[config.mk]
export PLATFORM = sky130hd
export DESIGN_NAME = psum_postproc
export DESIGN_NICKNAME = d
export VERILOG_FILES = /design/src/rtl/psum_postproc_pkg.sv /design/src/rtl/pp_out_fifo.sv /design/src/rtl/psum_postproc.sv
export SDC_FILE = /design/constraint.sdc
export NUM_CORES = 1
export LEC_CHECK = 0
export BUFFER_PORTS_ARGS = -buffer_cell sky130_fd_sc_hd__buf_2
export CAP_MARGIN = 20
export CORE_AREA = 2 2 159 239
export CTS_BUF_LIST = sky130_fd_sc_hd__clkbuf_16
export DETAILED_ROUTE_END_ITERATION = 10
export DIE_AREA = 0 0 161 241
export PLACE_DENSITY = 0.61
export RECOVER_POWER = 100
export SETUP_SLACK_MARGIN = 0.02
export SLEW_MARGIN = 0
export SYNTH_ARGS = -nofsm -noshare
export SYNTH_HDL_FRONTEND = slang
export SYNTH_SLANG_ARGS = --single-unit
[constraint.sdc]
create_clock -name clk -period 4.5 [get_ports clk]
set_input_delay 0.9 -clock clk [delete_from_list [all_inputs] [get_ports clk]]
set_output_delay 0.9 -clock clk [all_outputs]
set_load 0.005 [all_outputs]
[src/rtl/psum_postproc_pkg.sv]
// psum_postproc_pkg: shared BRAM/psum parameters, FSM states and lane-mask helper
package psum_postproc_pkg;
  localparam int BRAM_WIDTH = 32;
  localparam int BRAM_ADDR_BIT = 32;
  localparam int BRAM_BYTE = BRAM_WIDTH / 8;
  localparam int PSUM_WIDTH = 8;
  localparam int NO_ENTRY_BIT = 16;
  localparam int LANE_BIT = $clog2(BRAM_BYTE);
  typedef enum logic [1:0] {IDLE, RUN, DRAIN, DONE} state_t;
  function automatic logic [BRAM_BYTE-1:0] keep_mask(input logic [LANE_BIT-1:0] rem);
    logic [BRAM_BYTE-1:0] m;
    m = '1;
    return rem == '0 ? m : ~(m << rem);
  endfunction
endpackage

[src/rtl/pp_out_fifo.sv]
// pp_out_fifo: show-ahead synchronous FIFO with occupancy count
module pp_out_fifo #(
  parameter int W = 37,
  parameter int DEPTH = 4
) (
  input  logic                   clk,
  input  logic                   rst,
  input  logic                   push,
  input  logic [W-1:0]           din,
  input  logic                   pop,
  output logic [W-1:0]           dout,
  output logic                   valid,
  output logic [$clog2(DEPTH):0] cnt
);
  localparam int AW = $clog2(DEPTH);
  logic [W-1:0] mem [DEPTH];
  logic [AW-1:0] wp, rp;
  logic do_push, do_pop;
  assign valid = cnt != '0;
  assign do_push = push && cnt != (AW+1)'(DEPTH);
  assign do_pop = pop && valid;
  assign dout = mem[rp];
  always_ff @(posedge clk) begin
    if (rst) begin
      wp <= '0;
      rp <= '0;
      cnt <= '0;
    end else begin
      if (do_push) wp <= wp + AW'(1);
      if (do_pop) rp <= rp + AW'(1);
      cnt <= cnt + (AW+1)'(do_push) - (AW+1)'(do_pop);
    end
  end
  always_ff @(posedge clk)
    if (do_push) mem[wp] <= din;
endmodule

[src/rtl/psum_postproc.sv]
// psum_postproc: drains packed psums from the accumulation BRAM, optional ReLU and clear, to a stream
module psum_postproc
  import psum_postproc_pkg::*;
#(
  parameter int FIFO_DEPTH = 4
) (
  input  logic                     clk,
  input  logic                     rst,
  input  logic                     start,
  input  logic [BRAM_ADDR_BIT-1:0] base_addr,
  input  logic [NO_ENTRY_BIT-1:0]  no_entry,
  input  logic                     relu_en,
  input  logic                     clear_en,
  output logic                     busy,
  output logic                     done,
  output logic                     BRAM_clk,
  output logic                     BRAM_en,
  output logic                     BRAM_rst,
  output logic [BRAM_ADDR_BIT-1:0] BRAM_addr,
  output logic [BRAM_BYTE-1:0]     BRAM_wen,
  output logic [BRAM_WIDTH-1:0]    BRAM_din,
  input  logic [BRAM_WIDTH-1:0]    BRAM_dout,
  output logic [BRAM_WIDTH-1:0]    m_tdata,
  output logic [BRAM_BYTE-1:0]     m_tkeep,
  output logic                     m_tlast,
  output logic                     m_tvalid,
  input  logic                     m_tready
);
  localparam int CW = $clog2(FIFO_DEPTH) + 1;
  localparam int FW = BRAM_WIDTH + BRAM_BYTE + 1;
  localparam int WB = NO_ENTRY_BIT - LANE_BIT + 1;
  state_t st, st_nx;
  logic [BRAM_ADDR_BIT-1:0] addr, a_w;
  logic [WB-1:0] left, words;
  logic [LANE_BIT-1:0] rem, r_w;
  logic relu, clr, none, go, issue, xfer, last_w, f_valid;
  logic iss_last, rd_v, rd_last;
  logic [BRAM_BYTE-1:0] iss_keep, rd_keep, keep_w;
  logic [CW-1:0] cnt;
  logic [CW+1:0] pend;
  logic [BRAM_WIDTH-1:0] lanes;
  logic [FW-1:0] f_dout;
  assign BRAM_clk = clk;
  assign BRAM_rst = 1'b0;
  assign BRAM_din = '0;
  assign busy = st == RUN || st == DRAIN;
  assign done = st == DONE;
  assign words = WB'(no_entry[NO_ENTRY_BIT-1:LANE_BIT]) + WB'(|no_entry[LANE_BIT-1:0]);
  assign go = st == IDLE && start;
  // Credit covers reads on the port, data on dout and words already buffered
  assign pend = (CW+2)'(cnt) + (CW+2)'(BRAM_en) + (CW+2)'(rd_v);
  assign issue = go ? words != '0 : st == RUN && pend < (CW+2)'(FIFO_DEPTH);
  assign a_w = go ? base_addr & ~BRAM_ADDR_BIT'(BRAM_BYTE - 1) : addr;
  assign r_w = go ? no_entry[LANE_BIT-1:0] : rem;
  assign last_w = go ? words == WB'(1) : left == WB'(1);
  assign keep_w = last_w ? keep_mask(r_w) : '1;
  assign xfer = m_tvalid && m_tready;
  always_comb begin
    st_nx = st;
    st_nx = st == IDLE  ? (start ? (words > WB'(1) ? RUN : DRAIN) : IDLE)
          : st == RUN   ? (issue && left == WB'(1) ? DRAIN : RUN)
          : st == DRAIN ? ((xfer && m_tlast) || none ? DONE : DRAIN)
          : IDLE;
  end
  always_ff @(posedge clk) begin
    if (rst) begin
      st <= IDLE;
      addr <= '0;
      left <= '0;
      rem <= '0;
      relu <= 1'b0;
      clr <= 1'b0;
      none <= 1'b0;
      BRAM_en <= 1'b0;
      BRAM_addr <= '0;
      BRAM_wen <= '0;
      iss_keep <= '0;
      iss_last <= 1'b0;
      rd_v <= 1'b0;
      rd_keep <= '0;
      rd_last <= 1'b0;
    end else begin
      st <= st_nx;
      if (go) begin
        rem <= no_entry[LANE_BIT-1:0];
        relu <= relu_en;
        clr <= clear_en;
        none <= words == '0;
      end
      if (issue) begin
        addr <= a_w + BRAM_ADDR_BIT'(BRAM_BYTE);
        left <= (go ? words : left) - WB'(1);
        BRAM_addr <= a_w;
      end
      BRAM_en <= issue;
      BRAM_wen <= issue && (go ? clear_en : clr) ? keep_w : '0;
      iss_keep <= keep_w;
      iss_last <= last_w;
      rd_v <= BRAM_en;
      rd_keep <= iss_keep;
      rd_last <= iss_last;
    end
  end
  // Lanes past no_entry and negative lanes under ReLU become zero
  always_comb begin
    lanes = '0;
    for (int i = 0; i < BRAM_BYTE; i++)
      lanes[i*PSUM_WIDTH +: PSUM_WIDTH] = rd_keep[i] && !(relu && BRAM_dout[i*PSUM_WIDTH+PSUM_WIDTH-1])
                                        ? BRAM_dout[i*PSUM_WIDTH +: PSUM_WIDTH] : '0;
  end
  pp_out_fifo #(.W(FW), .DEPTH(FIFO_DEPTH)) u_fifo (
    .clk(clk),
    .rst(rst),
    .push(rd_v),
    .din({rd_last, rd_keep, lanes}),
    .pop(xfer),
    .dout(f_dout),
    .valid(f_valid),
    .cnt(cnt)
  );
  assign m_tvalid = f_valid;
  assign {m_tlast, m_tkeep, m_tdata} = f_valid ? f_dout : '0;
endmodule

==> results of run 1 <==
cells in the mapped netlist, drive strengths merged (9+ instances only):
master / number / share of area (%)
or3: 9 / 0.44
o211ai: 10 / 0.59
nand4: 23 / 1.1
mux2i: 21 / 1.7
a21oi: 51 / 2.0
nand2: 117 / 3.5
nor2: 108 / 3.2
and3: 9 / 0.44
xnor2: 32 / 2.2
nand3: 39 / 1.7
a311oi: 15 / 1.7
nor4: 11 / 0.54
and2: 83 / 4.1
a211oi: 22 / 2.0
ha: 18 / 1.8
nor3: 24 / 0.99
inv: 16 / 0.47
edfxtp: 148 / 35
xor2: 15 / 1.0
clkbuf: 31 / 0.92
mux4: 37 / 6.6
o21ai: 35 / 1.4
dfxtp: 107 / 17
buf: 73 / 3.9
a31oi: 14 / 0.69
area by class of cell:
class | count | area [um2]
Fill cell | 3642 | 21910
Tap cell | 484 | 605.6
Antenna cell | 3 | 7.507
Multi-Input combinational cell | 808 | 5537
Timing Repair Buffer | 186 | 978.4
Clock buffer | 30 | 715.7
Inverter | 16 | 60.06
Clock inverter | 20 | 185.2
Sequential cell | 255 | 6589
layer usage:
metal | vias up | track usage, % | wire length, um
met5 | - | 0 | 0
met4 | 0 | 6.521 | 984
met3 | 60 | 2.372 | 1347
met2 | 236 | 30.21 | 16960
met1 | 4499 | 19.26 | 13080
li1 | 4431 | - | -
cells by family (layout without fill, tap and decap cells):
logic type	after synthesis	count (layout)	synth area share [%]
buffers and inverters	120	252	5.292
xor gates and xnor gates	47	47	3.242
muxes	60	60	8.396
DFF	255	255	51.87
other	1	38	0.02953
AOI/OAI and AO/OA	195	195	11.62
adders and majority gates	19	19	1.931
and+or+nand+nor	452	452	17.62
how the worst min path moves through the flow:
stage | endpoint | cells past startpoint
CTS | rd_last | 1
global placement | rd_last | 1
floorplan | rd_keep[0] | 1
finish | rd_last | 1
global route | rd_keep[0] | 1
detailed placement | rd_last | 1
power breakdown:
group,internal [mW],switching [mW]
Clock,1.32,0.922
Combinational,0.723,0.800
Sequential,2.62,0.173
through the flow:
step	area, um2	setup WS (ps)	power (mW)
3_5_place_dp	13840	531.7	4.428
3_3_place_gp	13840	554.2	4.409
4_1_cts	14750	795.7	6.719
6_report	14680	612.7	6.550
2_1_floorplan	12820	229.5	3.889
5_1_grt	14680	343.7	6.921
flip-flops by register name, summed over array words and instances (netlist names), 2 cells and up, named ones only:
register / count
left: 15
rem: 2
u_fifo.mem: 148
u_fifo.wp: 2
addr: 30
rd_keep: 4
st: 2
u_fifo.cnt: 3
u_fifo.rp: 2
BRAM_wen: 4
BRAM_addr: 30
iss_keep: 4
critical path, stage by stage (launching register included):
cell and delay [ps]:
dfxtp_1 430, or3_1 140, clkbuf_1 1260, and2_1 330
buf_2 130
==> out/summary.txt, run 1 <==
Outcome: finished, violations left
Violated checks: capacitance limit, slew limit
Library cells used by synthesis: 71
Total GRT Usage: 16.44%
Flop2flop setup slack: 820 ps
Final min period: 3887 ps
Async SR Flop Fraction: 0%
First-pass GRT wire length: 50.27 mm
Fin. Hold Viols: 0
Critical hold path startpoint: iss_last
Chip height: 241 um
Actual slew at the worst max-slew pin: 2165 ps
CTS tree: done
Reg-to-reg critical path startpoint: u_fifo.cnt[1]
HPWL after DPL: 22.01 mm
Min-delay worst type: register to register
GR Overflow Total: 0
RSZ-0062 raised after global routing: no
Pins over their slew limit: 234
Antenna violations before repair: 3
Crit Path Class: register to primary output
DRC viols: 0
Reg2reg path depth: 4
Final setup TNS: 0 ps
Via density: 5.120
Final setup vio count: 0
Seq/Total Area, Yosys: 51.87%
Pin count of the biggest net entering global routing: 64
Setup crit start: u_fifo.cnt[1]
Routed WL per cell: 17.97 um
Pre-Repair DR Iteration Count: 5
FMAX: 0.2572 GHz
Final ANT Viol Nets: 0
Die Width: 161 um
Syn Inst Count: 1149
Ports: 197
Critical Path Start Type: register
RD Place Congestion: 0.9154
Commonest non-fill, non-tap cell in the layout: edfxtp_1
Synthesized flop and latch total: 255
Worst vdd ir: 0.2703 mV
Maxcap violations: 7
Clock slew at reported path FFs: 60 ps
Detailed Route Iter0 Violations: 518
# rows: 86
Port bufs: 159
Fin nets: 1402
Power Density: 446.2 mW/mm2
Hold-fix buffers, CTS: 0
Total wire length: 32.38 mm
PostCTS Resize Cnt: 0
Core area: 0.03659 mm2
Layout cells sized above 1: 20.00%
Setup repair bufs after CTS: 0
Worst-skew pair later-pin latency: 650 ps
Die area: 0.03880 mm2
Post-Layout Cell Count: 1802
Syn_area_per_cell: 11.05 um2
Cell area after synthesis: 0.01270 mm2
Worst Setup EP: m_tdata[29]
Final hold slack: 436.4 ps
Post-synth EDFFs: 148
Vias: 9226
R2R Path End: u_fifo.mem[1][22]
Static Leak: 5.212 nW
Util after Layout: 40.12%
Worst EP arrival: 2990 ps
Initial Util: 34.71%
Setup Skew: 12.12 ps
Most frequent cells in the layout: 148 x edfxtp_1, 122 x buf_2, 116 x nand2_1
Vias in the first global route: 9149
CP Capture Type: primary output
Fin crit share: 86.39%
CP max FO: 39
Slew headroom: -44.35%
Placed cells: 1747
Ys flop type: edfxtp_1
Yosys warns: 0
Area delta synth->final: 15.60%
Critical path data required time: 3600 ps
No activity file was read; power rests on OpenSTA's default activity.
==> run 2: changes to the inputs <==
--- a/config.mk
+++ b/config.mk
@@ -5,7 +5,7 @@
 export SDC_FILE = /design/constraint.sdc
 export NUM_CORES = 1
 export LEC_CHECK = 0
-export BUFFER_PORTS_ARGS = -buffer_cell sky130_fd_sc_hd__buf_2
+export BUFFER_PORTS_ARGS = -buffer_cell sky130_fd_sc_hd__buf_4
 export CAP_MARGIN = 20
 export CORE_AREA = 2 2 159 239
 export CTS_BUF_LIST = sky130_fd_sc_hd__clkbuf_16
==> run 2 against run 1 <==
The run still ends with capacitance limit, slew limit left. Clock-buffer cell count rose by 1. Final area up 2.8%. Global-route usage grew 0.27 points. Hold slack better by 3.8 ps. Critical path type is now input pin to register. Largest cell class unchanged. Largest power group unchanged. Highest routed layer unchanged.
==> out/summary.txt, run 2 (synthesis results as in run 1) <==
Hold-fix buffers, CTS: 0
Final WS setup: 582.7 ps
Fin nets: 1404
Vias: 9249
Ports: 197
Post-Place Worst Slack: 456.2 ps
Via density: 5.127
Worst EP arrival: 4450 ps
Pin count of the biggest net entering global routing: 86
Family with the most delay on the worst path: compound AO/OA/AOI/OAI gates
CP max stage delay: 830 ps
Maxcap violations: 4
Total GRT Usage: 16.71%
Port bufs: 159
Die area: 0.03880 mm2
RD Place Congestion: 0.9045
Pins over their slew limit: 146
Outcome: finished, violations left
Pre-Repair DR Iteration Count: 5
Vias in the first global route: 9054
CTS tree: done
Critical path data required time: 5030 ps
Antenna violations before repair: 1
Static Leak: 5.342 nW
Final ANT Viol Nets: 0
Violated checks: capacitance limit, slew limit
Setup Skew: 21.38 ps
FMAX: 0.2553 GHz
Slew headroom: -47.39%
Total wire length: 32.77 mm
# fillers: 3580
Final min period: 3917 ps
# rows: 86
Actual slew at the worst max-slew pin: 2211 ps
Final hold slack: 440.2 ps
Power Density: 452.7 mW/mm2
Die Width: 161 um
Commonest non-fill, non-tap cell in the layout: edfxtp_1
Worst-skew pair later-pin latency: 670 ps
CP cell instances: clkbuf_4, or2_2, ha_1, ha_1, xnor2_1, a31oi_1, nor4_1, nand3_1, o21ai_0, o22ai_1, a31oi_1, o21ai_0
Placed Instance Area: 0.01425 mm2
DRC viols: 0
CP max-delay cell: o21ai_0
Most frequent cells in the layout: 148 x edfxtp_1, 121 x buf_4, 116 x nand2_1
Core area: 0.03659 mm2
Critical Path Start Type: input pin
Chip height: 241 um
Critical hold path startpoint: iss_last
Detailed Route Iter0 Violations: 612
Reg-to-reg critical path startpoint: u_fifo.cnt[1]
Post-route cell area: 0.01509 mm2
Layout cells sized above 1: 21.30%
Max reg flops: 148
RSZ-0062 raised after global routing: no
Biggest register: u_fifo.mem
Final setup TNS: 0 ps
GR Overflow Total: 0
HPWL after DPL: 22.00 mm
Area delta synth->final: 18.83%
Setup repair bufs after CTS: 0
First-pass GRT wire length: 51.44 mm
Biggest regs: u_fifo.mem x148, BRAM_addr x30, addr x30
Crit Path Class: input pin to register
CP Capture Type: register
Final setup vio count: 0
Power Total: 6.830 mW
Setup crit start: no_entry[0]
WP buf/inv: 1
Fin crit share: 87.05%
Routed WL per cell: 18.16 um
CP max FO: 6
PostCTS Resize Cnt: 0
Min-delay worst type: register to register
Fin. Hold Viols: 0
Initial Util: 34.71%
Worst vdd ir: 0.2614 mV
Clock slew at reported path FFs: 60 ps
-- run 2: worst reg2reg max path: stages, from the launching register on --
cell and delay [ps]:
dfxtp_1 420, nor2_1 70, a21boi_0 660, and2_0 1060, clkbuf_1 1140
-- run 2: where the power goes --
part	switching, mW	internal [mW]
registers	0.160	2.62
clock network	0.958	1.45
logic	0.828	0.823
total	1.95	4.88
-- run 2: metrics by stage --
stage | utilization, % | cells
after floorplan | - | 1183
after global placement | 38.93 | 1746
after detailed placement | 38.95 | 1747
after CTS | 41.60 | 1799
after global routing | 41.24 | 1804
final | 41.24 | 1804
-- run 2: metal layers --
metal	global-route usage [%]	wire, um	up-vias
met4	5.032	707	0
met1	20.26	13580	4518
met3	2.337	1392	54
li1	-	-	4440
met5	0	0	-
met2	30.72	17090	237
-- run 2: worst paths after layout --
| check | slack, ps | depth (start not counted) | endpoint |
|---|---|---|---|
| worst max-delay path | 580 | 12 | addr[31] |
| worst max register to register | 730 | 4 | u_fifo.mem[0][27] |
| worst min-delay path | 440 | 1 | rd_last |
| worst min register to register | 440 | 1 | rd_last |
-- run 2: area by class of cell --
cell class | count | area (um2) | share of cell area (%)
Inverter | 16 | 60.06 | 0.3980
Antenna cell | 1 | 2.502 | 0.01659
Multi-Input combinational cell | 808 | 5533 | 36.67
Clock inverter | 22 | 217.7 | 1.443
Tap cell | 484 | 605.6 | 4.014
Clock buffer | 31 | 758.2 | 5.025
Sequential cell | 255 | 6589 | 43.67
Timing Repair Buffer | 187 | 1323 | 8.765
